<file path="src/rtl/c1541_gcr_pkg.sv">
// Shared types, marker bytes, GCR inverse table and per-zone sector limits
// for the 1541 GCR read-path decoder.
package c1541_gcr_pkg;

    typedef enum logic [2:0] {
        ST_HUNT,
        ST_SYNC,
        ST_MARK,
        ST_HDR,
        ST_GAP,
        ST_DATA
    } gcr_state_e;

    localparam logic [7:0] MARK_HDR  = 8'h08;
    localparam logic [7:0] MARK_DATA = 8'h07;

    // Returns {valid, nibble}; codes with no entry map to nibble 0.
    function automatic logic [4:0] gcr_dec_tbl(input logic [4:0] code);
        case (code)
            5'h0A:   return {1'b1, 4'h0};
            5'h0B:   return {1'b1, 4'h1};
            5'h12:   return {1'b1, 4'h2};
            5'h13:   return {1'b1, 4'h3};
            5'h0E:   return {1'b1, 4'h4};
            5'h0F:   return {1'b1, 4'h5};
            5'h16:   return {1'b1, 4'h6};
            5'h17:   return {1'b1, 4'h7};
            5'h09:   return {1'b1, 4'h8};
            5'h19:   return {1'b1, 4'h9};
            5'h1A:   return {1'b1, 4'hA};
            5'h1B:   return {1'b1, 4'hB};
            5'h0D:   return {1'b1, 4'hC};
            5'h1D:   return {1'b1, 4'hD};
            5'h1E:   return {1'b1, 4'hE};
            5'h15:   return {1'b1, 4'hF};
            default: return {1'b0, 4'h0};
        endcase
    endfunction

    function automatic logic [4:0] sector_max(input logic [5:0] trk);
        if (trk < 6'd18)      return 5'd20;
        else if (trk < 6'd25) return 5'd18;
        else if (trk < 6'd31) return 5'd17;
        else                  return 5'd16;
    endfunction

endpackage

</file>
<file path="src/rtl/c1541_gcr_nib_dec.sv">
// One 5-bit GCR code to a 4-bit nibble, flagging codes outside the table.
module c1541_gcr_nib_dec
    import c1541_gcr_pkg::*;
(
    input  logic [4:0] code,
    output logic [3:0] nib,
    output logic       inv
);

    logic [4:0] ent;

    assign ent = gcr_dec_tbl(code);
    assign nib = ent[3:0];
    assign inv = !ent[4];

endmodule

</file>
<file path="src/rtl/c1541_gcr_dec.sv">
// 1541 GCR bitstream decoder: SYNC detect, byte framing, header/data parsing
// and sector-buffer writes. Define GCR_DEC_CKS_EN to enforce checksums.
module c1541_gcr_dec
    import c1541_gcr_pkg::*;
#(
    parameter int SYNC_MIN = 10,
    parameter int GAP_MAX  = 64
) (
    input  logic        clk,
    input  logic        reset,
    input  logic        bit_en,
    input  logic        bit_in,
    input  logic [5:0]  track,
    output logic        sync_n,
    output logic        byte_valid,
    output logic [7:0]  byte_out,
    output logic        buf_we,
    output logic [12:0] buf_addr,
    output logic [7:0]  buf_data,
    output logic        sec_done,
    output logic        data_ok,
    output logic        gcr_err
);

`ifdef GCR_DEC_CKS_EN
    localparam bit CKS_EN = 1'b1;
`else
    localparam bit CKS_EN = 1'b0;
`endif

    localparam int RUN_W = $clog2(SYNC_MIN + 1);
    localparam int GAP_W = $clog2(GAP_MAX + 1);
    localparam logic [RUN_W-1:0] RUN_SAT = RUN_W'(SYNC_MIN);
    localparam logic [GAP_W-1:0] GAP_LIM = GAP_W'(GAP_MAX);

    gcr_state_e       state_q, state_d;
    logic [RUN_W-1:0] run_q, run_d, run_nxt;
    logic [3:0]       bit_cnt_q, bit_cnt_d;
    logic [8:0]       shreg_q, shreg_d;
    logic [2:0]       hdr_cnt_q, hdr_cnt_d;
    logic [GAP_W-1:0] gap_cnt_q, gap_cnt_d;
    logic [7:0]       idx_q, idx_d;
    logic             at_cks_q, at_cks_d;
    logic [7:0]       xsum_q, xsum_d;
    logic [7:0]       hdr_cks_q, hdr_cks_d, hdr_sec_q, hdr_sec_d;
    logic [7:0]       hdr_trk_q, hdr_trk_d, hdr_id2_q, hdr_id2_d;
    logic             hdr_valid_q, hdr_valid_d;
    logic [5:0]       trk_q;
    logic             sync_n_q, sync_n_d;
    logic             byte_valid_q, byte_valid_d;
    logic [7:0]       byte_out_q, byte_out_d;
    logic             buf_we_q, buf_we_d;
    logic [12:0]      buf_addr_q, buf_addr_d;
    logic [7:0]       buf_data_q, buf_data_d;
    logic             sec_done_q, sec_done_d;
    logic             data_ok_q, data_ok_d;
    logic             gcr_err_q, gcr_err_d;

    logic [9:0]       group;
    logic [1:0][4:0]  codes;
    logic [1:0][3:0]  nibs;
    logic [1:0]       invs;
    logic [7:0]       dec_byte;
    logic             dec_inv, framed, sync_now, byte_done, trk_chg;
    logic             hdr_cks_ok, data_cks_ok;

    assign group = {shreg_q, bit_in};
    assign codes = group;

    for (genvar g = 0; g < 2; g++) begin : g_nib
        c1541_gcr_nib_dec u_nib (
            .code (codes[g]),
            .nib  (nibs[g]),
            .inv  (invs[g])
        );
    end

    assign dec_byte = nibs;
    assign dec_inv  = |invs;

    assign run_nxt   = !bit_in ? '0 : (run_q == RUN_SAT) ? run_q : run_q + RUN_W'(1);
    assign framed    = state_q inside {ST_MARK, ST_HDR, ST_GAP, ST_DATA};
    // A SYNC run wins over a group that completes on the same bit.
    assign sync_now  = bit_en && (run_nxt == RUN_SAT) && (state_q != ST_SYNC);
    assign byte_done = bit_en && framed && (bit_cnt_q == 4'd9) && !sync_now;
    assign trk_chg   = track != trk_q;

    assign hdr_cks_ok  = !CKS_EN || (hdr_cks_q == (hdr_sec_q ^ hdr_trk_q ^ hdr_id2_q ^ dec_byte));
    assign data_cks_ok = !CKS_EN || (xsum_q == dec_byte);

    always_comb begin
        state_d      = state_q;
        run_d        = run_q;
        bit_cnt_d    = bit_cnt_q;
        shreg_d      = shreg_q;
        hdr_cnt_d    = hdr_cnt_q;
        gap_cnt_d    = gap_cnt_q;
        idx_d        = idx_q;
        at_cks_d     = at_cks_q;
        xsum_d       = xsum_q;
        hdr_cks_d    = hdr_cks_q;
        hdr_sec_d    = hdr_sec_q;
        hdr_trk_d    = hdr_trk_q;
        hdr_id2_d    = hdr_id2_q;
        hdr_valid_d  = hdr_valid_q;
        sync_n_d     = sync_n_q;
        byte_valid_d = 1'b0;
        byte_out_d   = byte_out_q;
        buf_we_d     = 1'b0;
        buf_addr_d   = buf_addr_q;
        buf_data_d   = buf_data_q;
        sec_done_d   = 1'b0;
        data_ok_d    = data_ok_q;
        gcr_err_d    = gcr_err_q;

        if (bit_en) begin
            run_d    = run_nxt;
            sync_n_d = (run_nxt != RUN_SAT);
            if (framed) begin
                shreg_d   = group[8:0];
                bit_cnt_d = (bit_cnt_q == 4'd9) ? 4'd0 : bit_cnt_q + 4'd1;
            end else if (state_q == ST_SYNC && !bit_in) begin
                // The 0 that ends SYNC is the first bit of the mark group.
                shreg_d   = '0;
                bit_cnt_d = 4'd1;
                state_d   = ST_MARK;
            end else begin
                bit_cnt_d = 4'd0;
            end
        end

        if (sync_now) begin
            state_d   = ST_SYNC;
            bit_cnt_d = 4'd0;
            gcr_err_d = 1'b0;
            if (state_q != ST_GAP) hdr_valid_d = 1'b0;
        end

        if (byte_done) begin
            byte_valid_d = 1'b1;
            byte_out_d   = dec_byte;
            if (dec_inv) gcr_err_d = 1'b1;
            case (state_q)
                ST_MARK: begin
                    if (dec_byte == MARK_HDR) begin
                        state_d   = ST_HDR;
                        hdr_cnt_d = '0;
                    end else if (dec_byte == MARK_DATA && hdr_valid_q) begin
                        state_d  = ST_DATA;
                        idx_d    = '0;
                        at_cks_d = 1'b0;
                        xsum_d   = '0;
                    end else begin
                        state_d = ST_HUNT;
                    end
                end
                ST_HDR: begin
                    hdr_cnt_d = hdr_cnt_q + 3'd1;
                    case (hdr_cnt_q)
                        3'd0:    hdr_cks_d = dec_byte;
                        3'd1:    hdr_sec_d = dec_byte;
                        3'd2:    hdr_trk_d = dec_byte;
                        3'd3:    hdr_id2_d = dec_byte;
                        default: begin
                            hdr_valid_d = hdr_cks_ok && (hdr_trk_q == {2'b00, track})
                                          && (hdr_sec_q <= {3'b000, sector_max(track)});
                            state_d     = ST_GAP;
                            gap_cnt_d   = '0;
                        end
                    endcase
                end
                ST_GAP: begin
                    if (gap_cnt_q == GAP_LIM) begin
                        hdr_valid_d = 1'b0;
                        state_d     = ST_HUNT;
                    end else begin
                        gap_cnt_d = gap_cnt_q + GAP_W'(1);
                    end
                end
                ST_DATA: begin
                    if (!at_cks_q) begin
                        buf_we_d   = 1'b1;
                        buf_addr_d = {hdr_sec_q[4:0], idx_q};
                        buf_data_d = dec_byte;
                        xsum_d     = xsum_q ^ dec_byte;
                        if (idx_q == 8'hFF) at_cks_d = 1'b1;
                        else                idx_d    = idx_q + 8'd1;
                    end else begin
                        sec_done_d  = 1'b1;
                        data_ok_d   = data_cks_ok && !gcr_err_q && !dec_inv;
                        hdr_valid_d = 1'b0;
                        at_cks_d    = 1'b0;
                        idx_d       = '0;
                        state_d     = ST_HUNT;
                    end
                end
                default: ;
            endcase
        end

        if (trk_chg) begin
            state_d     = ST_HUNT;
            hdr_valid_d = 1'b0;
            buf_we_d    = 1'b0;
        end
    end

    always_ff @(posedge clk) begin
        if (reset) begin
            state_q      <= ST_HUNT;
            run_q        <= '0;
            bit_cnt_q    <= '0;
            shreg_q      <= '0;
            hdr_cnt_q    <= '0;
            gap_cnt_q    <= '0;
            idx_q        <= '0;
            at_cks_q     <= 1'b0;
            xsum_q       <= '0;
            hdr_cks_q    <= '0;
            hdr_sec_q    <= '0;
            hdr_trk_q    <= '0;
            hdr_id2_q    <= '0;
            hdr_valid_q  <= 1'b0;
            trk_q        <= track;
            sync_n_q     <= 1'b1;
            byte_valid_q <= 1'b0;
            byte_out_q   <= '0;
            buf_we_q     <= 1'b0;
            buf_addr_q   <= '0;
            buf_data_q   <= '0;
            sec_done_q   <= 1'b0;
            data_ok_q    <= 1'b0;
            gcr_err_q    <= 1'b0;
        end else begin
            state_q      <= state_d;
            run_q        <= run_d;
            bit_cnt_q    <= bit_cnt_d;
            shreg_q      <= shreg_d;
            hdr_cnt_q    <= hdr_cnt_d;
            gap_cnt_q    <= gap_cnt_d;
            idx_q        <= idx_d;
            at_cks_q     <= at_cks_d;
            xsum_q       <= xsum_d;
            hdr_cks_q    <= hdr_cks_d;
            hdr_sec_q    <= hdr_sec_d;
            hdr_trk_q    <= hdr_trk_d;
            hdr_id2_q    <= hdr_id2_d;
            hdr_valid_q  <= hdr_valid_d;
            trk_q        <= track;
            sync_n_q     <= sync_n_d;
            byte_valid_q <= byte_valid_d;
            byte_out_q   <= byte_out_d;
            buf_we_q     <= buf_we_d;
            buf_addr_q   <= buf_addr_d;
            buf_data_q   <= buf_data_d;
            sec_done_q   <= sec_done_d;
            data_ok_q    <= data_ok_d;
            gcr_err_q    <= gcr_err_d;
        end
    end

    assign sync_n     = sync_n_q;
    assign byte_valid = byte_valid_q;
    assign byte_out   = byte_out_q;
    // Reset blocks a pending write in the very cycle it is raised.
    assign buf_we     = buf_we_q && !reset;
    assign buf_addr   = buf_addr_q;
    assign buf_data   = buf_data_q;
    assign sec_done   = sec_done_q;
    assign data_ok    = data_ok_q;
    assign gcr_err    = gcr_err_q;

endmodule

</file>
<file path="config.mk">
export PLATFORM = sky130hd
export DESIGN_NAME = c1541_gcr_dec
export DESIGN_NICKNAME = d
export VERILOG_FILES = /design/src/rtl/c1541_gcr_pkg.sv /design/src/rtl/c1541_gcr_nib_dec.sv /design/src/rtl/c1541_gcr_dec.sv
export SDC_FILE = /design/constraint.sdc
export NUM_CORES = 1
export LEC_CHECK = 0
export ABC_AREA = 1
export CAP_MARGIN = 20
export CORE_ASPECT_RATIO = 0.8
export CORE_MARGIN = 3
export CORE_UTILIZATION = 40
export CTS_CLUSTER_SIZE = 20
export DETAILED_ROUTE_END_ITERATION = 6
export GPL_ROUTABILITY_DRIVEN = 0
export MAX_ROUTING_LAYER = met4
export PLACE_DENSITY = 0.55
export SLEW_MARGIN = 20
export SYNTH_ARGS = -nofsm -noshare
export SYNTH_HDL_FRONTEND = slang
export SYNTH_HIERARCHICAL = 1
export SYNTH_SLANG_ARGS = --single-unit
</file>
<file path="constraint.sdc">
create_clock -name clk -period 2.6 [get_ports clk]
set_clock_uncertainty 0.15 [all_clocks]
set_input_delay 0.39 -clock clk [delete_from_list [all_inputs] [get_ports clk]]
set_output_delay 0.39 -clock clk [all_outputs]
set_load 0.05 [all_outputs]
</file>
## Word-level counts from Yosys, hierarchy flattened

Memories as Yosys holds them, arrays and structs flattened. A register that Yosys moved wholly into a read port is not among the register bits.
Index checks and enable logic that the tools add are counted.
W data, S select, Z words.

| storage, ports and cells | value |
|---|---|
| flip-flop bits (word level) | 97 |
| memory bits (read-only) | 320 |
| input bits | 10 |
| output and inout bits | 35 |
| word-level logic and storage cells | 153 |
| memories | 2 |

| operators by class | value |
|---|---|
| add/sub/neg operators | 5 |
| $lt $le $gt $ge | 4 |
| eq/ne operators | 26 |
| mux-type cells | 54 |
| bitwise logic cells | 3 |
| reduce and logical (&&, ||, !) cells | 38 |

Memory list:

| name | depth | bits a word | read ports | clocked after memory_dff | wr ports | line | RTL |
|---|---|---|---|---|---|---|---|
| (no name shown) | 32 | 5 | 1 | 0 | 0 | c1541_gcr_pkg.sv:19 | `case (code)` |
| (no name shown) | 32 | 5 | 1 | 1 | 0 | c1541_gcr_pkg.sv:19 |  |

Operators by type and width:

| kind | number |
|---|---|
| $mux W3 | 12 |
| $mux W8 | 4 |
| $mux W5 | 5 |
| $lt A6 B5 Y1 const B | 3 |
| $mux W1 | 18 |
| $mux W9 | 2 |
| $mux W4 | 4 |
| $pmux W8 S2 | 1 |
| $reduce_and A3 Y1 | 5 |
| $mux W7 | 2 |
| $pmux W7 S2 | 1 |
| $eq A3 B2 Y1 const B | 4 |
| $eq A4 B4 Y1 const B | 3 |
| $pmux W3 S4 | 1 |
| $logic_and A1 B1 Y1 | 10 |
| $add A4 B1 Y4 const B | 2 |
| $add A8 B1 Y8 const B | 1 |
| $eq A8 B3 Y1 const B | 1 |
| $eq A8 B4 Y1 const B | 1 |
| $eq A8 B6 Y1 | 1 |
| $eq A8 B8 Y1 const B | 1 |
| $le A8 B5 Y1 | 1 |
| $reduce_and A4 Y1 | 2 |
| $reduce_bool A2 Y1 | 4 |
| 24 further kinds | 41 |

## Logic depth before layout (Yosys ltp)

| logic depth | value |
|---|---|
| depth after elaboration | 14 |
| mapped depth | 17 |
| gate-level depth less buffers | 16 |

## Hierarchy

The synthesis kept the hierarchy.

By module, submodules not included:

| module | times used | cells each | area an instance (µm²) | seq. area each (µm²) |
|---|---|---|---|---|
| c1541_gcr_dec | 1 | 700 | 4755.8 | 1941.9 |
| c1541_gcr_nib_dec at g_nib[1].u_nib | 1 | 49 | 287.8 | 0.0 |
| c1541_gcr_nib_dec at g_nib[0].u_nib | 1 | 50 | 286.5 | 0.0 |

## Worst setup path before layout

Ideal clock, no wire load.

| timing | value |
|---|---|
| path type | reg2reg |
| from | reg shreg_q[4] (netlist name) |
| to | reg idx_q[5] |
| setup time | 0.132 ns |
| arrival time | 2.064 ns |
| data required time | 2.318 ns |
| slack | 0.254 ns |
| stages on the path, launching flop included | 17 |
| path buffers | 1 |
| period minus slack after synthesis | 2.346 ns |
| path through | dfxtp_1 -> inv_1 -> ha_1 -> nand2_2 -> nand2_1 -> o21ai_1 -> nand2_1 -> nor2_1 -> nand3_1 -> inv_1 -> nand3_1 -> nand2_1 -> and2_1 -> buf_2 -> nand2_1 -> nand2_1 -> a21oi_1 |

RTL lines:

| what | line | RTL |
|---|---|---|
| end signal, assigned | c1541_gcr_dec.sv:241 | `idx_q <= idx_d;` |
| end, declared | c1541_gcr_dec.sv:42 | `logic [7:0] idx_q, idx_d;` |

## Worst setup path in the final report

| timing | value |
|---|---|
| from | in bit_in |
| to | reg idx_q[1] |

| between the ends | value |
|---|---|
| elaborated cells between the ends (all ways) | 13 |
| those cells by class | eq/ne (5); mux (1); reduce/logical (6); memory (1) |

RTL lines:

| what | line | RTL |
|---|---|---|
| start, declared | c1541_gcr_dec.sv:12 | `input logic bit_in,` |
| $mem_v2 Z32 W5 * | - |  |
| via dec_byte[3] | c1541_gcr_dec.sv:63 | `logic [7:0] dec_byte;` |
| $eq A8 B3 Y1 | c1541_gcr_dec.sv:148 | `end else if (dec_byte == MARK_DATA && hdr_valid_q) begin` |
| $logic_and A1 B1 Y1 | c1541_gcr_dec.sv:148 |  |
| $ne A2 B1 Y1 (no line) | - |  |
| $reduce_and A5 Y1 (no line) * | - |  |

The timed path passes the listed nets; every way through them passes the cells marked *.
A chain may end at the register's enable or synchronous reset.

==> impl_metrics.py <==
metrics = {
    "clocking": {
        "postCtsHoldBufs": 0,
        "cts_max_level": 3,
        "cts_made_buffers": 9,
        "ctsResizeCount": 0,
        "tritoncts": "done",
        "clk_latency_ps": 360,
        "post_cts_buffers": 0,
        "cts_sinks": 97,
        "clock_path_buffers": 2,
        "cts_root_buffer": "clkbuf_16",
        "clk_pin_slew_ps": 70,
    },
    "yosys": {
        "synth_top_family_by_area": "simple AND/OR/NAND/NOR gates",
        "synth_area_leaders": "dfxtp_1 36%, nand2_1 11%, nor2_1 11%",
        "synth-xor-area-share_pct": 1.48,
        "syn_area_per_cell_um2": 6.67,
        "async_reset_ff_share_pct": 0,
        "synthMuxAreaShare_pct": 0,
        "synthCells": 799,
        "synth_compound_area_share_pct": 11.4,
        "ys_ff_latch": 97,
        "synth.largest_area_cell": "dfxtp_1",
        "syn_nets": 838,
        "synth_warnings": 6,
        "synth_ff_type": "dfxtp_1",
        "synth.top_cell.area_share_pct": 36.4,
        "synth_area_um2": 5330,
        "yosysUniqueCellTypes": 43,
        "synth-edff-count": 0,
        "yosysSeqAreaShare_pct": 36.4,
        "synthAdderAreaFrac_pct": 6.81,
        "synth-simple-area-share_pct": 33.5,
    },
    "timing": {
        "finalHoldViolCount": 0,
        "rsz0062_at_grt": "false",
        "timing.final.crit_share_pct": 94.5,
        "drv_slew": 0,
        "relSlewSlack_pct": 65.8,
        "fin_crit_ps": 2460,
        "finalSetupViolations": 0,
        "worst_slew_pin_slew_ps": 510,
        "max_freq_ghz": 0.407,
    },
    "grt": {
        "grt_pass1_wl_mm": 23.2,
        "grt.total_usage_pct": 20.2,
        "grt_pass1_vias": 4762,
        "overflow": 0,
        "grt_max_degree": 38,
        "grt_antenna_before_repair": 0,
    },
    "route": {
        "routedWlPerCell_um": 13.1,
        "viasPerCell": 4.85,
        "postRouteWirelength_mm": 13.9,
        "drc": 0,
        "dr.pass1.iters": 5,
        "ant_nets": 0,
        "first_iter_violations": 290,
        "vias": 5128,
    },
    "critical_path": {
        "crit_arrival_ps": 2590,
        "path_class": "in -> reg",
        "crit_end": "idx_q[1]",
        "r2r_slack_ps": 210,
        "end_kind": "flop",
        "r2r_start": "shreg_q[4]",
        "crit_fanout": 8,
        "worstRegToRegCells": 15,
        "r2r-end": "idx_q[1]",
        "start_kind": "input pin",
        "worstPathRequired_ps": 2730,
        "crit_start": "bit_in",
    },
    "power_and_ir_drop": {
        "cellLeakagePower_nw": 2.88,
        "finalPower_mw": 2.94,
        "p_per_area_nw_per_um2": 448,
        "ir_drop_mv": 0.315,
    },
    "placement": {
        "io_buffer_count": 44,
        "dp_hpwl_mm": 10.3,
        "placed_cell_area_um2": 6270,
    },
    "die": {
        "die_h_um": 109,
        "die_w_um": 135,
        "start_util_pct": 41.1,
        "io-pin-count": 45,
        "core_area_um2": 13000,
        "dieArea_um2": 14800,
        "rows": 37,
    },
    "finish": {
        "nets": 916,
        "fin_area_um2": 6580,
        "syn_to_final_growth_pct": 23.4,
        "antenna_cells": 0,
        "drive_gt1_share_pct": 10.9,
    },
    "status": {
        "status": "finished clean",
    },
    "hold_path": {
        "min_path_type": "in -> reg",
    },
    "flow_run": {
        "cap_violations": 0,
    },
}
## kinds of logic after synthesis
| logic type | after synthesis |
|---|---|
| AO/OA/AOI/OAI | 113 |
| XOR/XNOR | 9 |
| adder cells (fa/ha/maj) | 29 |
| buffers and inverters | 135 |
| flip-flops | 97 |
| AND/OR/NAND/NOR | 416 |
## layout by cell type (no fill, tap or decap), types with 2 or more instances in the layout
master             n
o21ai_0           42
nand4_1            9
a21oi_1           43
nand3_1           42
inv_8              3
clkdlybuf4s50_1   42
ha_1              29
nand2_2           11
nor3_1            21
nand2_1          158
buf_12             4
xnor2_1            3
nor2_1           153
dfxtp_1           97
clkinv_4           2
inv_1            101
o21ai_1            8
nand4_2            2
inv_4              2
inv_2              5
a31oi_1            2
xor2_1             6
nor2_2             3
nor4_1             5
buf_4             45
clkbuf_16          9
o22ai_1           10
a22oi_1            2
nand3b_1           3
## cells in the mapped netlist, drive strengths merged (2+ instances only)
library cell	count
nand3	43
buf	15
inv	108
nor4	5
nor2	156
and2	2
xor2	6
o22ai	10
nand3b	3
xnor2	3
nor3	22
a22oi	2
o21ai	51
nand4	12
ha	29
a21oi	43
a31oi	2
clkbuf	11
nand2	170
dfxtp	97
## metal layers
layer  vias up  wire (um)  global-route usage, %
li1       2701          -                      -
met1      2306       6980                   27.0
met2       107       6100                   31.0
met3        14        568                   3.97
met4         0        223                   6.33
met5         -          0                      -
## critical path, stage by stage
cell,delay (ps)
clkdlybuf4s50_1,480
inv_1,80
ha_1,320
nand2_2,80
nand2_1,50
o21ai_1,120
nand2_1,90
inv_1,70
nand2_1,60
nor2_1,100
nand3_1,120
nand2_2,90
and2_4,150
buf_6,120
nand3b_1,90
a21oi_1,170
## metrics by stage
stage	setup TNS, ps	util [%]	worst slack [ps]	hold WS (ps)	std cells
finish	0	50.7	143	272	1057
floorplan	0	-	254	268	799
detailed placement	-2640	48.3	-272	296	1041
CTS	0	50.6	110	307	1057
global route	0	50.7	5.97	265	1057
global placement	-1750	48.3	-179	285	1041
## flip-flops by register name, summed over array words and instances (netlist names), 3 cells and up
register / cells
bit_cnt_q: 4
hdr_trk_q: 8
run_q: 4
gap_cnt_q: 7
idx_q: 8
hdr_cnt_q: 3
byte_out: 8
trk_q: 6
buf_addr: 13
state_q: 3
shreg_q: 9
buf_data: 8
hdr_sec_q: 8
## power breakdown
group / internal, mW / switching [mW]
Sequential: 1.49 / 0.00642
Clock: 0.671 / 0.641
Combinational: 0.0581 / 0.0750
Total: 2.22 / 0.723
## worst min-delay path by stage
stage                            from  depth (start not counted)           to  slack (ps)
final                        track[3]                          2     trk_q[3]         270
after global routing         track[3]                          2     trk_q[3]         270
after detailed placement  buf_addr[0]                          2  buf_addr[0]         300
after floorplan              track[0]                          0     trk_q[0]         270
after global placement    buf_addr[0]                          2  buf_addr[0]         290
after CTS                 buf_addr[0]                          2  buf_addr[0]         310
## area by class of cell
class	count	area [um^2]
fillers	1288	6390
multi-input cells	567	2850
flip-flops and latches	97	1940
repair buffers	93	862
inverters	109	414
clock buffers	9	225
well taps	175	219
clock inverters	7	63.8
No activity file was read; power rests on OpenSTA's default activity.
